===== src/rtl/pipe_ctrl_pkg.sv =====
// Shared definitions for the pipeline hazard controller: stage indices, FSM
// state encoding, the NOP instruction word and the load-use hazard test.
package pipe_ctrl_pkg;

    localparam int ST_FETCH  = 0;
    localparam int ST_DECODE = 1;
    localparam int ST_ALU    = 2;
    localparam int ST_MEM    = 3;

    typedef enum logic [1:0] {
        RUN      = 2'd0,
        LU_STALL = 2'd1,
        IC_WAIT  = 2'd2,
        DC_WAIT  = 2'd3
    } ctrl_state_e;

    localparam logic [31:0] NOP_INSTR = 32'h0000_0000;

    // Address compares are done by the caller so this stays width-agnostic.
    function automatic logic load_use_hazard(
        input logic id_valid,
        input logic use_a,
        input logic use_b,
        input logic match_a,
        input logic match_b,
        input logic ex_load,
        input logic ex_wb,
        input logic rd_nonzero
    );
        return id_valid & ex_load & ex_wb & rd_nonzero &
               ((use_a & match_a) | (use_b & match_b));
    endfunction

endpackage


===== src/rtl/pipe_hazard_ctrl.sv =====
// Stall/flush arbiter for NUM_STAGES pipeline registers: load-use interlock,
// branch wrong-path flush, I/D-cache blocking and a saturating stall counter.
module pipe_hazard_ctrl
    import pipe_ctrl_pkg::*;
#(
    parameter int NUM_STAGES   = 5,
    parameter int REG_W        = 5,
    parameter int LOAD_LATENCY = 1,
    parameter int BRANCH_SLOTS = 2,
    parameter int CNT_W        = 32,
    parameter int INSTR_W      = 32
) (
    input  logic                  clk,
    input  logic                  reset,
    input  logic                  id_valid,
    input  logic [REG_W-1:0]      id_rs_a,
    input  logic [REG_W-1:0]      id_rs_b,
    input  logic                  id_use_a,
    input  logic                  id_use_b,
    input  logic [REG_W-1:0]      ex_rd,
    input  logic                  ex_mem_r_en,
    input  logic                  ex_wb_en,
    input  logic                  ex_branch_taken,
    input  logic                  block_pipe_instr_cache,
    input  logic                  block_pipe_data_cache,
    output logic [NUM_STAGES-1:0] stage_en,
    output logic [NUM_STAGES-1:0] stage_flush,
    output logic [INSTR_W-1:0]    inject_nop,
    output logic                  injecting_nop,
    output logic [1:0]            state,
    output logic [CNT_W-1:0]      stall_cycles
);

    localparam logic [NUM_STAGES-1:0] EN_ALL  = {NUM_STAGES{1'b1}};
    localparam logic [NUM_STAGES-1:0] EN_LU   = EN_ALL << 2;
    localparam logic [NUM_STAGES-1:0] EN_IC   = EN_ALL << 1;
    localparam logic [NUM_STAGES-1:0] FL_LU   = NUM_STAGES'(1) << ST_ALU;
    localparam logic [NUM_STAGES-1:0] FL_IC   = NUM_STAGES'(1) << ST_DECODE;
    localparam logic [NUM_STAGES-1:0] FL_BR   = ~(EN_ALL << BRANCH_SLOTS);
    localparam logic [2:0]            LU_INIT = 3'(LOAD_LATENCY - 1);
    localparam bit                    LU_MULTI = (LOAD_LATENCY > 1);
    localparam logic [CNT_W-1:0]      CNT_MAX = {CNT_W{1'b1}};

    ctrl_state_e state_q, state_d;
    ctrl_state_e ret_q, ret_d;
    ctrl_state_e eff_state;
    logic [2:0]  cnt_q, cnt_d;
    logic [CNT_W-1:0] stall_q;
    logic        hazard;
    logic        any_stall;

    assign hazard = load_use_hazard(id_valid, id_use_a, id_use_b,
                                    id_rs_a == ex_rd, id_rs_b == ex_rd,
                                    ex_mem_r_en, ex_wb_en, ex_rd != '0);

    // After a D-cache block releases, resume whatever the block interrupted.
    assign eff_state = (state_q == DC_WAIT) ? ret_q : state_q;

    always_comb begin
        stage_en      = EN_ALL;
        stage_flush   = '0;
        injecting_nop = 1'b0;
        state_d       = state_q;
        cnt_d         = cnt_q;
        ret_d         = ret_q;

        if (block_pipe_data_cache) begin
            stage_en = '0;
            state_d  = DC_WAIT;
            if (state_q != DC_WAIT) begin
                ret_d = (state_q == LU_STALL) ? LU_STALL : RUN;
            end
        end else if (eff_state == LU_STALL) begin
            stage_en      = EN_LU;
            stage_flush   = FL_LU;
            injecting_nop = 1'b1;
            cnt_d         = cnt_q - 3'd1;
            state_d       = (cnt_q == 3'd1) ? RUN : LU_STALL;
        end else if (ex_branch_taken) begin
            stage_en           = EN_ALL;
            stage_en[ST_FETCH] = ~block_pipe_instr_cache;
            stage_flush        = FL_BR;
            state_d            = eff_state;
        end else if (hazard) begin
            stage_en      = EN_LU;
            stage_flush   = FL_LU;
            injecting_nop = 1'b1;
            if (LU_MULTI) begin
                state_d = LU_STALL;
                cnt_d   = LU_INIT;
            end else begin
                state_d = RUN;
            end
        end else if (block_pipe_instr_cache) begin
            stage_en      = EN_IC;
            stage_flush   = FL_IC;
            injecting_nop = 1'b1;
            state_d       = IC_WAIT;
        end else begin
            state_d = RUN;
        end

        if (reset) begin
            stage_en      = EN_ALL;
            stage_flush   = '0;
            injecting_nop = 1'b0;
        end
    end

    assign any_stall = ~&stage_en;

    always_ff @(posedge clk) begin
        if (reset) begin
            state_q <= RUN;
            ret_q   <= RUN;
            cnt_q   <= 3'd0;
            stall_q <= '0;
        end else begin
            state_q <= state_d;
            ret_q   <= ret_d;
            cnt_q   <= cnt_d;
            if (any_stall && (stall_q != CNT_MAX)) begin
                stall_q <= stall_q + CNT_W'(1);
            end
        end
    end

    assign inject_nop   = INSTR_W'(NOP_INSTR);
    assign state        = state_q;
    assign stall_cycles = stall_q;

endmodule

===== config.mk =====
export PLATFORM = sky130hd
export DESIGN_NAME = pipe_hazard_ctrl
export DESIGN_NICKNAME = d
export VERILOG_FILES = /design/src/rtl/pipe_ctrl_pkg.sv /design/src/rtl/pipe_hazard_ctrl.sv
export SDC_FILE = /design/constraint.sdc
export NUM_CORES = 1
export LEC_CHECK = 0
export ABC_AREA = 1
export CAP_MARGIN = 20
export CORE_MARGIN = 3
export CORE_UTILIZATION = 35
export CTS_BUF_LIST = sky130_fd_sc_hd__clkbuf_4 sky130_fd_sc_hd__clkbuf_8
export CTS_CLUSTER_SIZE = 14
export DETAILED_ROUTE_END_ITERATION = 7
export PLACE_DENSITY = 0.68
export SYNTH_ARGS = -nofsm -noshare
export SYNTH_HDL_FRONTEND = slang
export SYNTH_SLANG_ARGS = --single-unit

===== constraint.sdc =====
create_clock -name clk -period 1.8 [get_ports clk]
set_input_delay 0.27 -clock clk [delete_from_list [all_inputs] [get_ports clk]]
set_output_delay 0.27 -clock clk [all_outputs]
set_load 0.005 [all_outputs]

Word-level counts from Yosys, hierarchy flattened
Index checks and enable logic that the tools add are counted.
{ "word_totals": {"ff_bits": 39, "latch_bits": 0, "ram_bits": 0, "romBits": 0, "inputBits": 25, "output_inout_bits": 77, "elab_cells": 55, "memories": 0} }
{ "op_classes": {"n_addsub": 2, "n_mul": 0, "div": 0, "n_lt_le_gt_ge": 0, "eq_ne": 8, "shifts": 0, "muxes": 26, "bitwise_logic": 9, "reduce_logical": 6} }
{ "ops": {"columns": ["operator", "count"], "rows": [
  ["adder 32 x 1 -> 32 bit (second input constant)", 1],
  ["inequality test 32 bit (second input constant)", 1],
  ["two-way mux 2 bit", 10],
  ["two-way mux 5 bit", 3],
  ["two-way mux 3 bit", 4],
  ["equality test 5 bit", 2],
  ["two-way mux 1 bit", 9],
  ["bitwise AND 1 bit", 6],
  ["AND reduction 5 bit", 1],
  ["nonzero test 5 bit", 1],
  ["equality test 2 x 1 -> 1 bit (second input constant)", 2],
  ["AND reduction 2 bit", 2],
  ["equality test 3 x 1 -> 1 bit (second input constant)", 1],
  ["subtractor 3 x 1 -> 3 bit (second input constant)", 1],
  ["equality test 2 bit (second input constant)", 1],
  ["inequality test 2 bit (second input constant)", 1],
  ["NOT 1 bit", 2],
  ["logical AND 1 bit", 1],
  ["logical NOT 1 bit", 1],
  ["OR 1 bit", 1]
]} }

Depth between registers and ports, before layout
{ "depth": {"depth_word": 12, "depth_mapped": 14, "depth_no_buf": 13} }

Worst setup path after synthesis
Ideal clock, no wire load.
{ "synth_timing": {"path_kind": "flip-flop to flip-flop", "startpoint": "register stall_q[0], in the netlist stall_cycles[0]", "endpoint": "register stall_q[10], in the netlist stall_cycles[10]", "setup_ns": 0.132, "arrival_time_ns": 1.581, "t_required_ns": 1.668, "setup_slack_ns": 0.087, "stages_incl_launch_ff": 10, "path_buffers": 1, "period_less_slack_ns": 1.713, "cell_sequence": "dfxtp_1 -> ha_1 -> nand2_2 -> nor2_4 -> nand2_2 -> nor2_4 -> nand3_4 -> clkbuf_1 -> nand3_1 -> a21oi_1"} }
{ "synth_between": {"elab_chain_cells": 2, "elab_cells_between_ends": 3, "classes_between": "1 x add/sub; 1 x eq/ne; 1 x reduce/logical"} }
{ "synth_lines": {"columns": ["item", "line", "rtl"], "rows": [
  ["start, declared", "pipe_hazard_ctrl.sv:48", "logic [CNT_W-1:0] stall_q;"],
  ["start signal, assigned", "pipe_hazard_ctrl.sv:123", "stall_q <= stall_q + CNT_W'(1);"],
  ["branches (longest 2 deep; another with adder 32 x 1 -> 32 bit)", null, null]
]} }
Several ways; the timed one is not identified.
A chain may end at the register's enable or synchronous reset.

Worst setup path in the final report
{ "layout_timing": {"startpoint": "register state_q[1], in the netlist state[1]", "endpoint": "output stage_flush[1]"} }
{ "layout_between": {"elab_chain_cells": 6} }
{ "layout_lines": {"columns": ["item", "line", "rtl"], "rows": [
  ["start, declared", "pipe_hazard_ctrl.sv:44", "ctrl_state_e state_q, state_d;"],
  ["start signal, assigned", "pipe_hazard_ctrl.sv:119", "state_q <= state_d;"],
  ["equality test 2 bit", "pipe_hazard_ctrl.sv:57", "assign eff_state = (state_q == DC_WAIT) ? ret_q : state_q;"],
  ["two-way mux 2 bit *", "pipe_hazard_ctrl.sv:57", null],
  ["equality test 2 x 1 -> 1 bit *", "pipe_hazard_ctrl.sv:73", "end else if (eff_state == LU_STALL) begin"],
  ["two-way mux 3 bit *", "pipe_hazard_ctrl.sv:73", null],
  ["two-way mux 3 bit *", "pipe_hazard_ctrl.sv:67", "if (block_pipe_data_cache) begin"],
  ["two-way mux 5 bit *", "pipe_hazard_ctrl.sv:103", "if (reset) begin"],
  ["end, declared", "pipe_hazard_ctrl.sv:27", "output logic [NUM_STAGES-1:0] stage_flush,"]
]} }
Every way passes the cells marked *; elsewhere a longest branch is shown, timed or not.

==> impl_metrics.yaml <==
outcome:
  status: "complete, no violations"
final_layout:
  most-common-layout-cells: "nand2_1 (116), buf_4 (43), nand3_1 (42)"
  layout_commonest_cell: "nand2_1"
  n_antenna_cell: 0
  syn2layout_area_growth_pct: 39.4
  final_cells: 657
  nets: 582
  drive_above_1_share_pct: 22.5
hold_path:
  hp-class: "in2reg"
  whs_path_depth: 4
  worstHoldStart: "ex_branch_taken"
  whs_endpoint: "state[1]"
worst_setup_path:
  critPathLaunchType: "flop"
  path_cells: "inv_2 -> o21ai_4 -> nand2_4 -> buf_6 -> a21oi_4 -> inv_1 -> nor2_1 -> buf_2"
  rr_worst_depth: 8
  r2r_slack_ps: 140
  r2r_end: "stall_cycles[0]"
  arrival_ps: 1460
  crit_fanout: 2
  crit_type: "reg2out"
  end_kind: "primary output"
  r2r-start: "stall_cycles[14]"
  slowest_stage: "dfxtp_2"
  worstPathRequired_ps: 1530
  cp_slowest_stage_delay_ps: 360
routing:
  drc: 0
  detail-route-antenna-nets: 0
  drtIter0Drc: 124
  vias: 3086
  wl_per_cell_um: 12.7
  first_pass_iters: 5
  vias_per_cell: 4.70
  drt-total-wl_um: 8350
timing:
  maxSlewViolCount: 0
  rsz0062_at_grt: "false"
  period_share_pct: 96.2
  fin_ws_ps: 67.7
  timing.fmax_mhz: 577
  fin_crit_ps: 1730
  finalSetupTns_ps: 0
  setup-violations-final: 0
  hold_viol: 0
  fin_skew_ps: 4.92
logic_synthesis:
  yosys_warnings: 0
  syn_inst: 447
  ys_ff_latch: 38
  syn_area_per_cell_um2: 6.46
  yosys.cell_types.count: 26
  ys_seq_area_share_pct: 26.3
  syn_area_um2: 2890
cts:
  root_buffer: "clkbuf_8"
  cts_hold_buf: 0
  worstSkewPairLatency_ps: 290
  cts-buffers-inserted: 5
  cts_htree_levels: 2
  cts_tree: "yes"
  cts_sinks: 38
  clockBufferDepth: 2
  clk_pin_slew_ps: 80
power_and_ir_drop:
  leakagePower_nw: 1.78
  intPower_mw: 1.62
  p_per_area_nw_per_um2: 536
  swShare_pct: 24.7
  peakVddDrop_uv: 410
  combinationalPowerShare_pct: 17.6
  switchingPower_uw: 534
  pwr-share-seq_pct: 40.4
  clkPwrFrac_pct: 42.0
floorplan:
  die_area_um2: 9380
  pin_count: 102
  fp-row-count: 32
  die_h_um: 96.8
  fp.dieW_um: 96.8
  core_um2: 7850
  start_util_pct: 36.8
global_route:
  track_usage_pct: 17.3
  grt_max_degree: 18
  grt_overflow: 0
  grt_pass1_vias: 2925
  grt_first_pass_wirelength_um: 13900
  antenna_found_initial: 0
placement:
  place_congestion: 0.954
  dp_worst_setup_slack_ps: -612
  port_buffers: 67
  hpwlAfterDp_um: 6500
  placed_cells: 645
flow_run:
  cap_violations: 0
-- how the worst max path moves through the flow --
stage | from | end | slack, ps
floorplan | stall_cycles[0] | stall_cycles[10] | 90
global placement | ex_rd[0] | stage_flush[1] | -530
detailed placement | ex_rd[0] | stage_flush[1] | -610
CTS | id_use_a | stage_flush[1] | -40
global route | ex_rd[1] | stage_flush[1] | 1
finish | state[1] | stage_flush[1] | 70
-- through the flow --
stage                     total power, mW  cell area, um^2  hold slack [ps]  utilization, %
after floorplan                      1.13             3010              453               -
after global placement               1.25             3810              469            48.5
after detailed placement             1.25             3810              475            48.5
after CTS                            2.15             3960              488            50.4
after global routing                 2.26             4030              400            51.3
final                                2.16             4030              344            51.3
-- timing repair --
action                     in CTS  in global routing
resized for setup              53                 70
setup endpoints to repair      41                 38
buffers inserted                1                  3
pin swaps                       9                 20
-- cells in the mapped netlist (all sizes together) --
| cell | count | area share (%) |
|---|---|---|
| a31o | 1 | 0.30 |
| nand4 | 6 | 1.3 |
| clkbuf | 6 | 0.78 |
| nor2 | 42 | 6.0 |
| o21ai | 6 | 1.0 |
| ha | 3 | 1.3 |
| xor2 | 19 | 5.8 |
| nor4 | 1 | 0.43 |
| nand3 | 44 | 8.5 |
| o221ai | 1 | 0.30 |
| nor3 | 18 | 3.6 |
| a21oi | 37 | 6.4 |
| buf | 44 | 12 |
| dfxtp | 38 | 26 |
| conb | 1 | 0.13 |
| xnor2 | 11 | 3.3 |
| inv | 43 | 5.6 |
| nand2 | 126 | 17 |
-- sequential cells by signal, summed over array words and instances (netlist names) --
signal,cells
stall_cycles,32
cnt_q,3
state,2
ret_q,1
-- critical path, delay by kind of cell (launching register included) --
kind / cells / cell delay [ps]
flops: 1 / 360
compound gates: 2 / 300
simple gates: 2 / 160
buf+inv: 4 / 330
-- cell type report --
cell class / instances / area (um^2)
Sequential cell: 38 / 771
Tap cell: 102 / 128
Inverter: 43 / 161
Clock buffer: 6 / 82.6
Multi-Input combinational cell: 349 / 1820
Clock inverter: 2 / 60.1
Fill cell: 793 / 3820
Timing Repair Buffer: 117 / 1010
-- layer usage --
metal / wire (um) / vias up / share of wire, % / track usage (%)
li1: - / 1567 / - / -
met1: 3750 / 1393 / 45 / 22.9
met2: 4010 / 113 / 48 / 28.9
met3: 451 / 13 / 5.4 / 3.75
met4: 133 / 0 / 1.6 / 4.10
met5: 0 / - / 0 / 0
-- kinds of logic after synthesis --
logic type      count (synthesis)  synth area share, %
simple gates                  237                 36.7
buf+inv                        93                 18.4
compound gates                 45                 8.06
flops                          38                 26.3
xor+xnor                       30                 9.10
fa+ha+maj                       3                 1.30
other cells                     1                0.130
-- power by group through the flow --
stage	logic, mW	clock network (mW)	registers, mW
after global routing	0.419	0.964	0.875
after floorplan	0.240	0	0.890
after global placement	0.359	0	0.886
after detailed placement	0.366	0	0.887
final	0.381	0.907	0.872
after CTS	0.360	0.924	0.868
Power figures use the tool's default switching activity.
